`src/rtl/mii_tx_framer.sv`:
```
// MAC-side 10/100 MII transmit framer: preamble/SFD insertion, byte-to-nibble serialiser, inter-frame gap.
// Define MII_TX_FCS_EN to build minimum-size zero padding and CRC-32 FCS insertion.
module mii_tx_framer #(
`ifdef MII_TX_FCS_EN
  parameter int unsigned MIN_PAYLOAD      = 60,
`endif
  parameter int unsigned PREAMBLE_NIBBLES = 14,
  parameter int unsigned IFG_CYCLES       = 24
) (
  input  logic       clk_i,
  input  logic       reset_ni,
  input  logic [7:0] tx_mac_data_i,
  input  logic       tx_mac_valid_i,
  input  logic       tx_mac_last_i,
  output logic       tx_mac_ready_o,
  output logic       phy_tx_en_o,
  output logic [3:0] phy_txd_o,
  output logic       phy_tx_er_o,
  output logic       tx_busy_o,
  output logic       tx_done_o,
  output logic       tx_underrun_o
);

  localparam int unsigned CNT_W   = 8;
  localparam logic [3:0]  NIB_PRE = 4'h5;
  localparam logic [3:0]  NIB_SFD = 4'hD;

  typedef enum logic [2:0] {
    S_IDLE,
    S_PRE,
    S_SFD,
    S_DATA,
`ifdef MII_TX_FCS_EN
    S_PAD,
    S_FCS,
`endif
    S_ERR,
    S_IFG
  } state_e;

  state_e           state_q;
  logic [CNT_W-1:0] cnt_q;
  logic             phase_q;
  logic [7:0]       data_q;
  logic             last_q;
  logic             en_q;
  logic [3:0]       txd_q;
  logic             er_q;
  logic             ready_q;
  logic             busy_q;
  logic             done_q;
  logic             underrun_q;

`ifdef MII_TX_FCS_EN
  localparam int unsigned BCNT_W = 7;

  logic [31:0]       crc_q;
  logic [BCNT_W-1:0] bcnt_q;

  // Reflected CRC-32 (poly 0xEDB88320), one byte LSB first
  function automatic logic [31:0] crc_upd(input logic [31:0] crc, input logic [7:0] data);
    logic [31:0] r;
    r = crc ^ {24'h0, data};
    for (int i = 0; i < 8; i++) begin
      r = r[0] ? ((r >> 1) ^ 32'hEDB88320) : (r >> 1);
    end
    return r;
  endfunction
`endif

  // A frame may start from IDLE or directly out of the last IFG cycle
  logic start_c;
  assign start_c = tx_mac_valid_i &
                   ((state_q == S_IDLE) |
                    ((state_q == S_IFG) && (cnt_q == CNT_W'(IFG_CYCLES - 1))));

  always_ff @(posedge clk_i) begin
    if (!reset_ni) begin
      state_q    <= S_IDLE;
      cnt_q      <= '0;
      phase_q    <= 1'b0;
      data_q     <= '0;
      last_q     <= 1'b0;
      en_q       <= 1'b0;
      txd_q      <= '0;
      er_q       <= 1'b0;
      ready_q    <= 1'b0;
      busy_q     <= 1'b0;
      done_q     <= 1'b0;
      underrun_q <= 1'b0;
`ifdef MII_TX_FCS_EN
      crc_q      <= '1;
      bcnt_q     <= '0;
`endif
    end else begin
      done_q     <= 1'b0;
      underrun_q <= 1'b0;
      ready_q    <= 1'b0;

      case (state_q)
        S_PRE: begin
          cnt_q <= cnt_q + CNT_W'(1);
          if (cnt_q == CNT_W'(PREAMBLE_NIBBLES - 1)) begin
            state_q <= S_SFD;
            cnt_q   <= '0;
          end
        end
        S_SFD: begin
          if (cnt_q == '0) begin
            txd_q   <= NIB_SFD;
            ready_q <= 1'b1;
            cnt_q   <= CNT_W'(1);
          end
        end
        S_DATA: begin
          if (!phase_q) begin
            txd_q   <= data_q[7:4];
            phase_q <= 1'b1;
            ready_q <= ~last_q;
`ifdef MII_TX_FCS_EN
            crc_q   <= crc_upd(crc_q, data_q);
`else
            done_q  <= last_q;
`endif
          end else if (last_q) begin
`ifdef MII_TX_FCS_EN
            phase_q <= 1'b0;
            cnt_q   <= '0;
            if (bcnt_q < BCNT_W'(MIN_PAYLOAD)) begin
              state_q <= S_PAD;
              txd_q   <= '0;
            end else begin
              state_q <= S_FCS;
              txd_q   <= ~crc_q[3:0];
              crc_q   <= crc_q >> 4;
            end
`else
            state_q <= S_IFG;
            en_q    <= 1'b0;
            txd_q   <= '0;
            cnt_q   <= '0;
`endif
          end
        end
`ifdef MII_TX_FCS_EN
        S_PAD: begin
          phase_q <= ~phase_q;
          if (!phase_q) begin
            crc_q <= crc_upd(crc_q, 8'h00);
          end else begin
            bcnt_q <= bcnt_q + BCNT_W'(1);
            if (bcnt_q == BCNT_W'(MIN_PAYLOAD - 1)) begin
              state_q <= S_FCS;
              txd_q   <= ~crc_q[3:0];
              crc_q   <= crc_q >> 4;
              cnt_q   <= '0;
            end
          end
        end
        S_FCS: begin
          cnt_q <= cnt_q + CNT_W'(1);
          if (cnt_q == CNT_W'(7)) begin
            state_q <= S_IFG;
            en_q    <= 1'b0;
            txd_q   <= '0;
            cnt_q   <= '0;
          end else begin
            txd_q  <= ~crc_q[3:0];
            crc_q  <= crc_q >> 4;
            done_q <= (cnt_q == CNT_W'(6));
          end
        end
`endif
        S_ERR: begin
          cnt_q      <= cnt_q + CNT_W'(1);
          underrun_q <= (cnt_q == '0);
          if (cnt_q != '0) begin
            state_q <= S_IFG;
            en_q    <= 1'b0;
            er_q    <= 1'b0;
            txd_q   <= '0;
            cnt_q   <= '0;
          end
        end
        S_IFG: begin
          cnt_q <= cnt_q + CNT_W'(1);
          if (cnt_q == CNT_W'(IFG_CYCLES - 1)) begin
            state_q <= S_IDLE;
            busy_q  <= 1'b0;
            cnt_q   <= '0;
          end
        end
        default: ;
      endcase

      // Byte handshake: a ready cycle without valid aborts the frame
      if (ready_q) begin
        if (tx_mac_valid_i) begin
          state_q <= S_DATA;
          data_q  <= tx_mac_data_i;
          last_q  <= tx_mac_last_i;
          txd_q   <= tx_mac_data_i[3:0];
          phase_q <= 1'b0;
`ifdef MII_TX_FCS_EN
          if (bcnt_q < BCNT_W'(MIN_PAYLOAD)) begin
            bcnt_q <= bcnt_q + BCNT_W'(1);
          end
`endif
        end else begin
          state_q <= S_ERR;
          er_q    <= 1'b1;
          txd_q   <= '0;
          cnt_q   <= '0;
        end
      end

      if (start_c) begin
        state_q <= S_PRE;
        cnt_q   <= '0;
        en_q    <= 1'b1;
        txd_q   <= NIB_PRE;
        er_q    <= 1'b0;
        busy_q  <= 1'b1;
`ifdef MII_TX_FCS_EN
        crc_q   <= '1;
        bcnt_q  <= '0;
`endif
      end
    end
  end

  assign tx_mac_ready_o = ready_q;
  assign phy_tx_en_o    = en_q;
  assign phy_txd_o      = txd_q;
  assign phy_tx_er_o    = er_q;
  assign tx_busy_o      = busy_q;
  assign tx_done_o      = done_q;
  assign tx_underrun_o  = underrun_q;

endmodule

```
`config.mk`:
```
export PLATFORM = sky130hd
export DESIGN_NAME = mii_tx_framer
export DESIGN_NICKNAME = d
export VERILOG_FILES = /design/src/rtl/mii_tx_framer.sv
export SDC_FILE = /design/constraint.sdc
export NUM_CORES = 1
export LEC_CHECK = 0
export CORE_AREA = 2 2 63 65
export DETAILED_ROUTE_END_ITERATION = 7
export DIE_AREA = 0 0 65 67
export GPL_TIMING_DRIVEN = 0
export PLACE_DENSITY = 0.66
export SYNTH_ARGS = -nofsm -noshare
export SYNTH_HDL_FRONTEND = slang
export SYNTH_SLANG_ARGS = --single-unit
export TNS_END_PERCENT = 30
```
`constraint.sdc`:
```
create_clock -name clk_i -period 2.3 [get_ports clk_i]
set_input_delay 0.345 -clock clk_i [delete_from_list [all_inputs] [get_ports clk_i]]
set_output_delay 0.345 -clock clk_i [all_outputs]
set_load 0.005 [all_outputs]
```
# Yosys cells after proc, flatten, opt, wreduce, memory -nomap -nowiden

Cells that the tools add are included.

Word-level logic and storage cells: 109
Bits of input ports: 12
Bits in registers: 31
Output and inout bits: 10

Muxes and demuxes: 44
Reductions and logical operators: 21
Bitwise operators: 5
Add/sub/neg operators: 1
Equality and inequality tests: 24

Operators by type and width:

| operator            | number |
|---|---|
| $mux 8              | 8 |
| $pmux 8 s5          | 1 |
| $mux 3              | 8 |
| $mux 4              | 6 |
| $ne 3x3->1 const B  | 8 |
| $ne 4x4->1 const B  | 6 |
| $mux 1              | 17 |
| $pmux 3 s4          | 1 |
| $pmux 4 s3          | 1 |
| $reduce_and 4->1    | 3 |
| $reduce_and 6->1    | 2 |
| $reduce_bool 5->1   | 2 |
| $add 8x1->8 const B | 1 |
| $eq 8x4->1 const B  | 1 |
| $eq 8x5->1 const B  | 1 |
| $logic_not 8->1     | 1 |
| $reduce_bool 8->1   | 1 |
| $eq 3x2->1 const B  | 2 |
| $eq 3x3->1 const B  | 2 |
| $reduce_and 2->1    | 3 |
| $reduce_bool 6->1   | 1 |
| $ne 5x5->1 const B  | 1 |
| $ne 4x3->1 const B  | 1 |
| $pmux 1 s2          | 2 |
| 12 further kinds    | 15 |

# Longest topological paths before layout

Gate-level depths: netlist (run 1).

Word-level depth: 6
Mapped depth: 8
Mapped depth without buffers: 7

# Least setup slack after synthesis (run 1)

No wires, ideal clock.

Path kind: register to register
Start point: register state_q[2]
End point: register txd_q[0] (netlist: phy_txd_o[0])
Data arrival time: 1.699 ns
Clock period less this slack: 1.790 ns
Cell stages (with the launch flop): 9
Setup time: 0.091 ns
Buffers on the path: 1
Data required time: 2.209 ns
Setup slack: 0.510 ns
Path through: dfxtp_1 buf_2 inv_1 ha_1 o21bai_1 o221ai_1 a211oi_1 nor3_1 a311oi_1

Word-level cells in the longest chain between the ends: 6
Elaborated cells between the ends (all ways): 16
Those cells by class: eq/ne: 7; mux: 3; bitwise: 2; reduce/logical: 4

RTL lines:

| what                                                      | RTL line | source |
|---|---|---|
| start: declaration                                        | 41       | `state_e state_q;` |
| start signal: assignment                                  | 79       | `state_q <= S_IDLE;` |
| start signal: assignment                                  | 104      | `state_q <= S_SFD;` |
| start signal: assignment                                  | 138      | `state_q <= S_IFG;` |
| $eq 3x3->1                                                | 75       | `((state_q == S_IFG) && (cnt_q == CNT_W'(IFG_CYCLES - 1))));` |
| $logic_and 1x1->1                                         | 75       |  |
| $or 1x1->1                                                | 74       | `((state_q == S_IDLE) \|` |
| $and 1x1->1                                               | 73       | `assign start_c = tx_mac_valid_i &` |
| $ne 5x5->1 (no source line), or another cell as far along | --       |  |
| $reduce_and 4->1 (no source line)                         | --       |  |
| end signal: assignment                                    | 117      | `txd_q <= data_q[7:4];` |
| end signal: assignment                                    | 202      | `txd_q <= tx_mac_data_i[3:0];` |
| end: declaration                                          | 47       | `logic [3:0] txd_q;` |

Parallel ways exist; a longest one is shown, timed or not.
A chain may end at the register's enable or synchronous reset.

# Worst setup path in the final report (run 1)

Start point: register cnt_q[0]
End point: register txd_q[2] (netlist: phy_txd_o[2])

Word-level cells in the longest chain between the ends: 6
Elaborated cells between the ends (all ways): 12
Those cells by class: eq/ne: 4; mux: 1; bitwise: 2; reduce/logical: 5

RTL lines:

| what                                                      | RTL line | source |
|---|---|---|
| start: declaration                                        | 42       | `logic [CNT_W-1:0] cnt_q;` |
| start signal: assignment                                  | 102      | `cnt_q <= cnt_q + CNT_W'(1);` |
| start signal: assignment                                  | 175      | `cnt_q <= cnt_q + CNT_W'(1);` |
| start signal: assignment                                  | 186      | `cnt_q <= cnt_q + CNT_W'(1);` |
| $eq 8x5->1                                                | 75       |  |
| $logic_and 1x1->1                                         | 75       |  |
| $or 1x1->1                                                | 74       |  |
| $and 1x1->1                                               | 73       |  |
| $ne 5x5->1 (no source line), or another cell as far along | --       |  |
| $reduce_and 4->1 (no source line)                         | --       |  |

Parallel ways exist; a longest one is shown, timed or not.

==> results.json, run 1 <==
{
  "status": "finished clean",
  "worstSetupPathType": "reg -> reg",
  "grt_most_used_layer": "met2",
  "gp_congestion": 0.896,
  "yosys_register_bits": 27,
  "critPathLaunchType": "flop",
  "cts_buffers": 3,
  "diodes": 0,
  "synthAdderAreaFrac_pct": 3.91,
  "maxSlewViolCount": 0,
  "grt_setup_unrepaired": "no",
  "comb_power_share_pct": 22.6,
  "vias_per_cell": 5.84,
  "routed_wl_um": 3960,
  "async_reset_ff_share_pct": 0,
  "core-area_mm2": 0.00361,
  "globalRouteOverflowTotal": 0,
  "dp_hpwl_um": 2920,
  "ys_seq_area_share_pct": 33.8,
  "synth-simple-area-share_pct": 33.1,
  "hold_path_class": "reg -> reg",
  "drtPass1Iterations": 4,
  "synth-compound-area-share_pct": 24.0,
  "cts_tree": "yes",
  "synth_xor_area_share_pct": 0,
  "wl_per_cell_um": 14.5,
  "r2r-start": "cnt_q[0]",
  "grt_max_degree": 16,
  "start_util_pct": 44.3,
  "syn_area_per_cell_um2": 8.00,
  "finalSetupViolCount": 0,
  "synth_warnings": 0,
  "grt_antenna_before_repair": 0,
  "holdCritStartpoint": "data_q[7]",
  "cts_buffer_depth": 2,
  "cap_violations": 0,
  "cts-htree-levels": 1,
  "grt_pass1_wl_um": 6730,
  "worstPathMaxFanout": 8,
  "total_power_mw": 1.00,
  "tightest_slew_ns": 0.480,
  "synth_nets": 217,
  "synthMuxAreaShare_pct": 0,
  "num_rows": 22,
  "vias": 1593,
  "finalSetupTns_ns": 0,
  "clkPwrFrac_pct": 27.9,
  "ys_types": 46,
  "p_sw_mw": 0.296,
  "slew_headroom_pct": 67.2,
  "portBuffers": 21,
  "synthCells": 200,
  "grt_pass1_vias": 1460,
  "netSwitchingFraction_pct": 29.5,
  "met2_usage_pct": 31.4,
  "ys.flop_type": "dfxtp_1",
  "fill_cells": 346,
  "die_width_um": 65,
  "ir_drop_mv": 0.362,
  "clk_pin_slew_worst_paths_ns": 0.09,
  "io_pins": 22,
  "multi_input_area_um2": 987,
  "period_share_pct": 89.9,
  "gr-usage-all-layers_pct": 19.9,
  "grt_use_met3_pct": 2.03,
  "period_minus_slack_ns": 2.07,
  "seq_power_share_pct": 49.6,
  "clock_skew_ns": 0.00101,
  "syn_to_final_growth_pct": 20.5,
  "drt_iter0_markers": 80,
  "max_freq_ghz": 0.484,
  "regArea_um2": 541,
  "clock_latency_ns": 0.28,
  "hold_viol": 0,
  "crit_path_start": "cnt_q[0]",
  "critPathArrivalTime_ns": 2.22,
  "numClockSinks": 27,
  "layout-drive-gt1-share_pct": 9.78,
  "synth_top_family_by_area": "simple AND/OR/NAND/NOR gates",
  "required_ns": 2.45,
  "cts.hold.buffers_added": 0,
  "end_kind": "flop",
  "drc": 0,
  "p_per_area_mw_per_mm2": 521,
  "leakagePower_nw": 0.628,
  "ant_nets": 0,
  "use_met1_pct": 28.2,
  "synth.cell_area_mm2": 0.00160,
  "synth_edf_count": 0,
  "die-area_mm2": 0.00436,
  "dieHeight_um": 67,
  "cts_root_buf": "clkbuf_8",
  "internal_power_mw": 0.708,
  "final_nets": 243
}
[cells by family after synthesis]
group | Yosys count
AND/OR/NAND/NOR | 97
flip-flops | 27
buffers and inverters | 18
AO/OA/AOI/OAI | 53
adder cells (fa/ha/maj) | 5
[state kept, by name, indices dropped and copies added, names as in the netlist, 3 cells and up]
register   cells
phy_txd_o      4
state_q        3
cnt_q          8
data_q         4
[path summary, 6_finish.rpt]
kind / to / slack, ns / cells past startpoint
hold / removal: data_q[7] / 0.46 / 2
setup reg to reg: phy_txd_o[2] / 0.23 / 7
hold reg to reg: data_q[7] / 0.46 / 2
setup / recovery: phy_txd_o[2] / 0.23 / 7
[what timing repair did]
item	in CTS	in global routing
setup endpoints to repair	0	2
buffers inserted	0	0
resized for setup	0	2
[critical path, cell delays in order, from the launching register on]
cell and delay [ns]:
dfxtp_1 0.40, inv_1 0.09, ha_1 0.15, or4b_1 0.50, nor4b_1 0.43, a211oi_2 0.12
nor3_1 0.17, a311oi_1 0.08
[layout by cell type, fill, tap and decap left out, drive strengths merged, types with 2 or more instances in the layout]
cell,netlist,layout
or4b,2,2
dfxtp,27,27
nor4b,2,2
o211ai,7,7
o21ai,4,4
nor3b,2,2
inv,6,6
nor2,9,9
or3,2,2
and2,2,2
nor3,11,11
nand2b,6,6
buf,6,6
nand4,3,3
or2,5,5
nand3,17,17
clkdlybuf4s50,0,21
nand3b,2,2
a22oi,2,2
o21a,3,3
a2111oi,2,2
ha,5,5
a211oi,4,4
nor2b,3,3
o31ai,2,2
a21oi,18,18
a311oi,3,3
nand4b,4,4
clkbuf,6,9
nand2,26,26
[cell usage after synthesis, types with 3 or more instances]
master	count	area (um^2)
nand4b_1	4	35.0
nand4_1	3	18.8
o21a_1	3	22.5
a311oi_1	3	26.3
a21oi_1	17	85.1
or2_2	5	31.3
nor2_1	9	33.8
nor3_1	11	55.1
o211ai_1	7	52.6
clkbuf_1	6	22.5
nor2b_1	3	18.8
o21ai_0	4	20.0
nand3_1	17	85.1
a211oi_1	4	30.0
nand2_1	26	97.6
nand2b_1	6	37.5
ha_1	5	62.6
buf_2	3	15.0
inv_1	6	22.5
dfxtp_1	27	541
[layout make-up]
class / instances / share of cell area [%]
multi-input combinational: 155 / 51.2
sequential: 27 / 28.1
timing repair buffer: 21 / 10.9
buffer: 12 / 3.12
tap: 48 / 3.12
clock buffer: 3 / 2.14
inverter: 6 / 1.17
clock inverter: 1 / 0.260
[routing by layer]
layer | vias up | wire length [um]
met3 | 7 | 263
li1 | 794 | -
met1 | 728 | 1840
met2 | 64 | 1790
met5 | - | 0
met4 | 0 | 65
[power groups by stage]
stage	Sequential [mW]	Clock (mW)	Combinational (mW)
after CTS	0.498	0.288	0.221
after detailed placement	0.509	0	0.220
after floorplan	0.507	0	0.141
after global placement	0.508	0	0.221
after global routing	0.501	0.309	0.247
final	0.498	0.280	0.226
[metrics by stage]
step	hold WS (ns)	utilization [%]	setup WS (ns)	std cells	area (um^2)
floorplan	0.436	-	0.510	200	1600
global placement	0.446	51.8	0.207	269	1870
detailed placement	0.449	51.8	0.148	269	1870
CTS	0.462	53.1	0.155	273	1920
global route	0.489	53.4	0.0204	273	1930
finish	0.461	53.4	0.233	273	1930
Note: power is estimated with default switching activity, not from simulation.
==> inputs of run 2 (changes only) <==
--- a/config.mk
+++ b/config.mk
@@ -5,11 +5,10 @@
 export SDC_FILE = /design/constraint.sdc
 export NUM_CORES = 1
 export LEC_CHECK = 0
-export CORE_AREA = 2 2 63 65
+export CORE_AREA = 2 2 67 69
 export DETAILED_ROUTE_END_ITERATION = 7
-export DIE_AREA = 0 0 65 67
+export DIE_AREA = 0 0 69 71
 export GPL_TIMING_DRIVEN = 0
-export PLACE_DENSITY = 0.66
 export SYNTH_ARGS = -nofsm -noshare
 export SYNTH_HDL_FRONTEND = slang
 export SYNTH_SLANG_ARGS = --single-unit
==> results.json, run 2 (synthesis results as in run 1) <==
{
  "status": "finished clean",
  "reg2reg_depth": 8,
  "clkPwrFrac_pct": 29.4,
  "required_ns": 2.51,
  "syn_to_final_growth_pct": 21.0,
  "critPathLaunchType": "flop",
  "final_nets": 243,
  "period_share_pct": 88.5,
  "cp_cell_sequence": "inv_1 -> ha_1 -> nor4b_2 -> nand2_1 -> o22ai_2 -> buf_6 -> nand3_1 -> o211ai_1",
  "cts_buffers": 3,
  "clock_latency_ns": 0.29,
  "dp_hpwl_um": 3010,
  "cts-htree-levels": 1,
  "gr-usage-all-layers_pct": 16.9,
  "gp_congestion": 0.841,
  "hold_viol": 0,
  "r2r-start": "cnt_q[0]",
  "total_power_mw": 1.02,
  "period_minus_slack_ns": 2.04,
  "die-area_mm2": 0.00490,
  "postCtsSetupBuffers": 0,
  "crit_end": "cnt_q[7]",
  "layout_common_cells": "27 x dfxtp_1, 26 x nand2_1, 21 x clkdlybuf4s50_1",
  "dieHeight_um": 71,
  "grt_max_degree": 18,
  "final_util_pct": 46.0,
  "fin_cells": 277,
  "r2r-end": "cnt_q[7]",
  "cts_tree": "yes",
  "place_inst": 273,
  "start_util_pct": 38.0,
  "portBuffers": 21,
  "end_kind": "flop",
  "slowest_stage": "dfxtp_1",
  "routed_wl_um": 3990,
  "slowest_delay_ns": 0.40,
  "crit_buf_inv": 2,
  "grt_pass1_wl_um": 6690,
  "cp.depth": 8,
  "globalRouteOverflowTotal": 0,
  "hold_ws_ns": 0.469,
  "maxSlewViolCount": 0,
  "max_freq_ghz": 0.491,
  "netSwitchingFraction_pct": 30.3,
  "comb_power_share_pct": 21.9,
  "leakagePower_nw": 0.628,
  "fill_cells": 431,
  "drtPass1Iterations": 4,
  "cts_root_buf": "clkbuf_8",
  "numClockSinks": 27,
  "top_register": "cnt_q",
  "hold_path_class": "reg -> reg",
  "crit_family": "simple AND/OR/NAND/NOR gates",
  "layout-drive-gt1-share_pct": 9.78,
  "slew_headroom_pct": 64.3,
  "cap_violations": 0,
  "clock_skew_ns": 0.00483,
  "clk_pin_slew_worst_paths_ns": 0.11,
  "io_pins": 22,
  "drt_iter0_markers": 72,
  "finalSetupViolCount": 0,
  "cts_buffer_depth": 2,
  "tightest_slew_ns": 0.523,
  "drc": 0,
  "grt_antenna_before_repair": 0,
  "die_width_um": 69,
  "vias": 1565,
  "p_per_area_mw_per_mm2": 529,
  "grt_pass1_vias": 1441,
  "num_rows": 24,
  "finalSetupTns_ns": 0,
  "final_common_cell": "dfxtp_1",
  "worstPathMaxFanout": 10,
  "wl_per_cell_um": 14.4,
  "ant_nets": 0,
  "crit_path_start": "cnt_q[0]",
  "diodes": 0,
  "p_sw_mw": 0.310,
  "largest_reg_flops": 8,
  "ir_drop_mv": 0.232,
  "grt_setup_unrepaired": "no",
  "internal_power_mw": 0.714,
  "seq_power_share_pct": 48.6,
  "rrSetupSlack_ns": 0.26,
  "vias_per_cell": 5.65,
  "worstSetupPathType": "reg -> reg",
  "core-area_mm2": 0.00420,
  "critPathArrivalTime_ns": 2.25
}
-- run 2: changes by cell type in the layout (fill, tap and decap cells not counted) --
| cell | change |
|---|---|
| clkinv_2 | -1 |
| inv_6 | +1 |
-- run 2: how the worst min path moves through the flow --
stage	slack, ns	endpoint	startpoint	cells after the start
detailed placement	0.45	data_q[4]	data_q[4]	2
floorplan	0.44	data_q[5]	data_q[5]	2
global placement	0.45	data_q[7]	data_q[7]	2
CTS	0.47	data_q[4]	data_q[4]	2
finish	0.47	data_q[7]	data_q[7]	2
global route	0.50	data_q[7]	data_q[7]	2
-- run 2: routing by layer --
layer | vias to the layer above | GRT usage (%) | routed length, um
met1 | 727 | 24.9 | 1930
met4 | 0 | 7.19 | 55
met3 | 5 | 2.14 | 188
met2 | 38 | 24.9 | 1810
li1 | 795 | - | -
met5 | - | 0 | 0
-- run 2: worst min-delay path, cell delays in order (launching register included) --
cell and delay (ns):
dfxtp_1 0.33, nand2_1 0.05, a21oi_1 0.05
-- run 2: repair_timing --
action	CTS	global route
resized for setup	0	2
hold buffers	0	0
setup endpoints to repair	0	6
-- run 2: stage by stage --
step | area [um^2] | setup slack [ns]
final | 1940 | 0.263
after global routing | 1940 | 0.0189
after CTS | 1920 | 0.180
after detailed placement | 1870 | 0.178
after global placement | 1870 | 0.211
after floorplan | 1600 | 0.510
-- run 2: final cells by class --
class | instances | area (um^2) | share of cell area, %
inverter | 6 | 22.5 | 1.16
clock inverter | 1 | 8.76 | 0.452
sequential | 27 | 541 | 27.9
timing repair buffer | 21 | 210 | 10.9
multi-input combinational | 155 | 987 | 51.0
clock buffer | 3 | 41.3 | 2.13
tap | 52 | 65.1 | 3.36
buffer | 12 | 60.1 | 3.10
-- run 2: power groups by stage --
stage	Clock [mW]	Sequential (mW)	Combinational, mW
6_report	0.301	0.498	0.225
5_1_grt	0.325	0.501	0.248
4_1_cts	0.312	0.498	0.221
3_5_place_dp	0	0.509	0.221
3_3_place_gp	0	0.509	0.222
2_1_floorplan	0	0.507	0.141
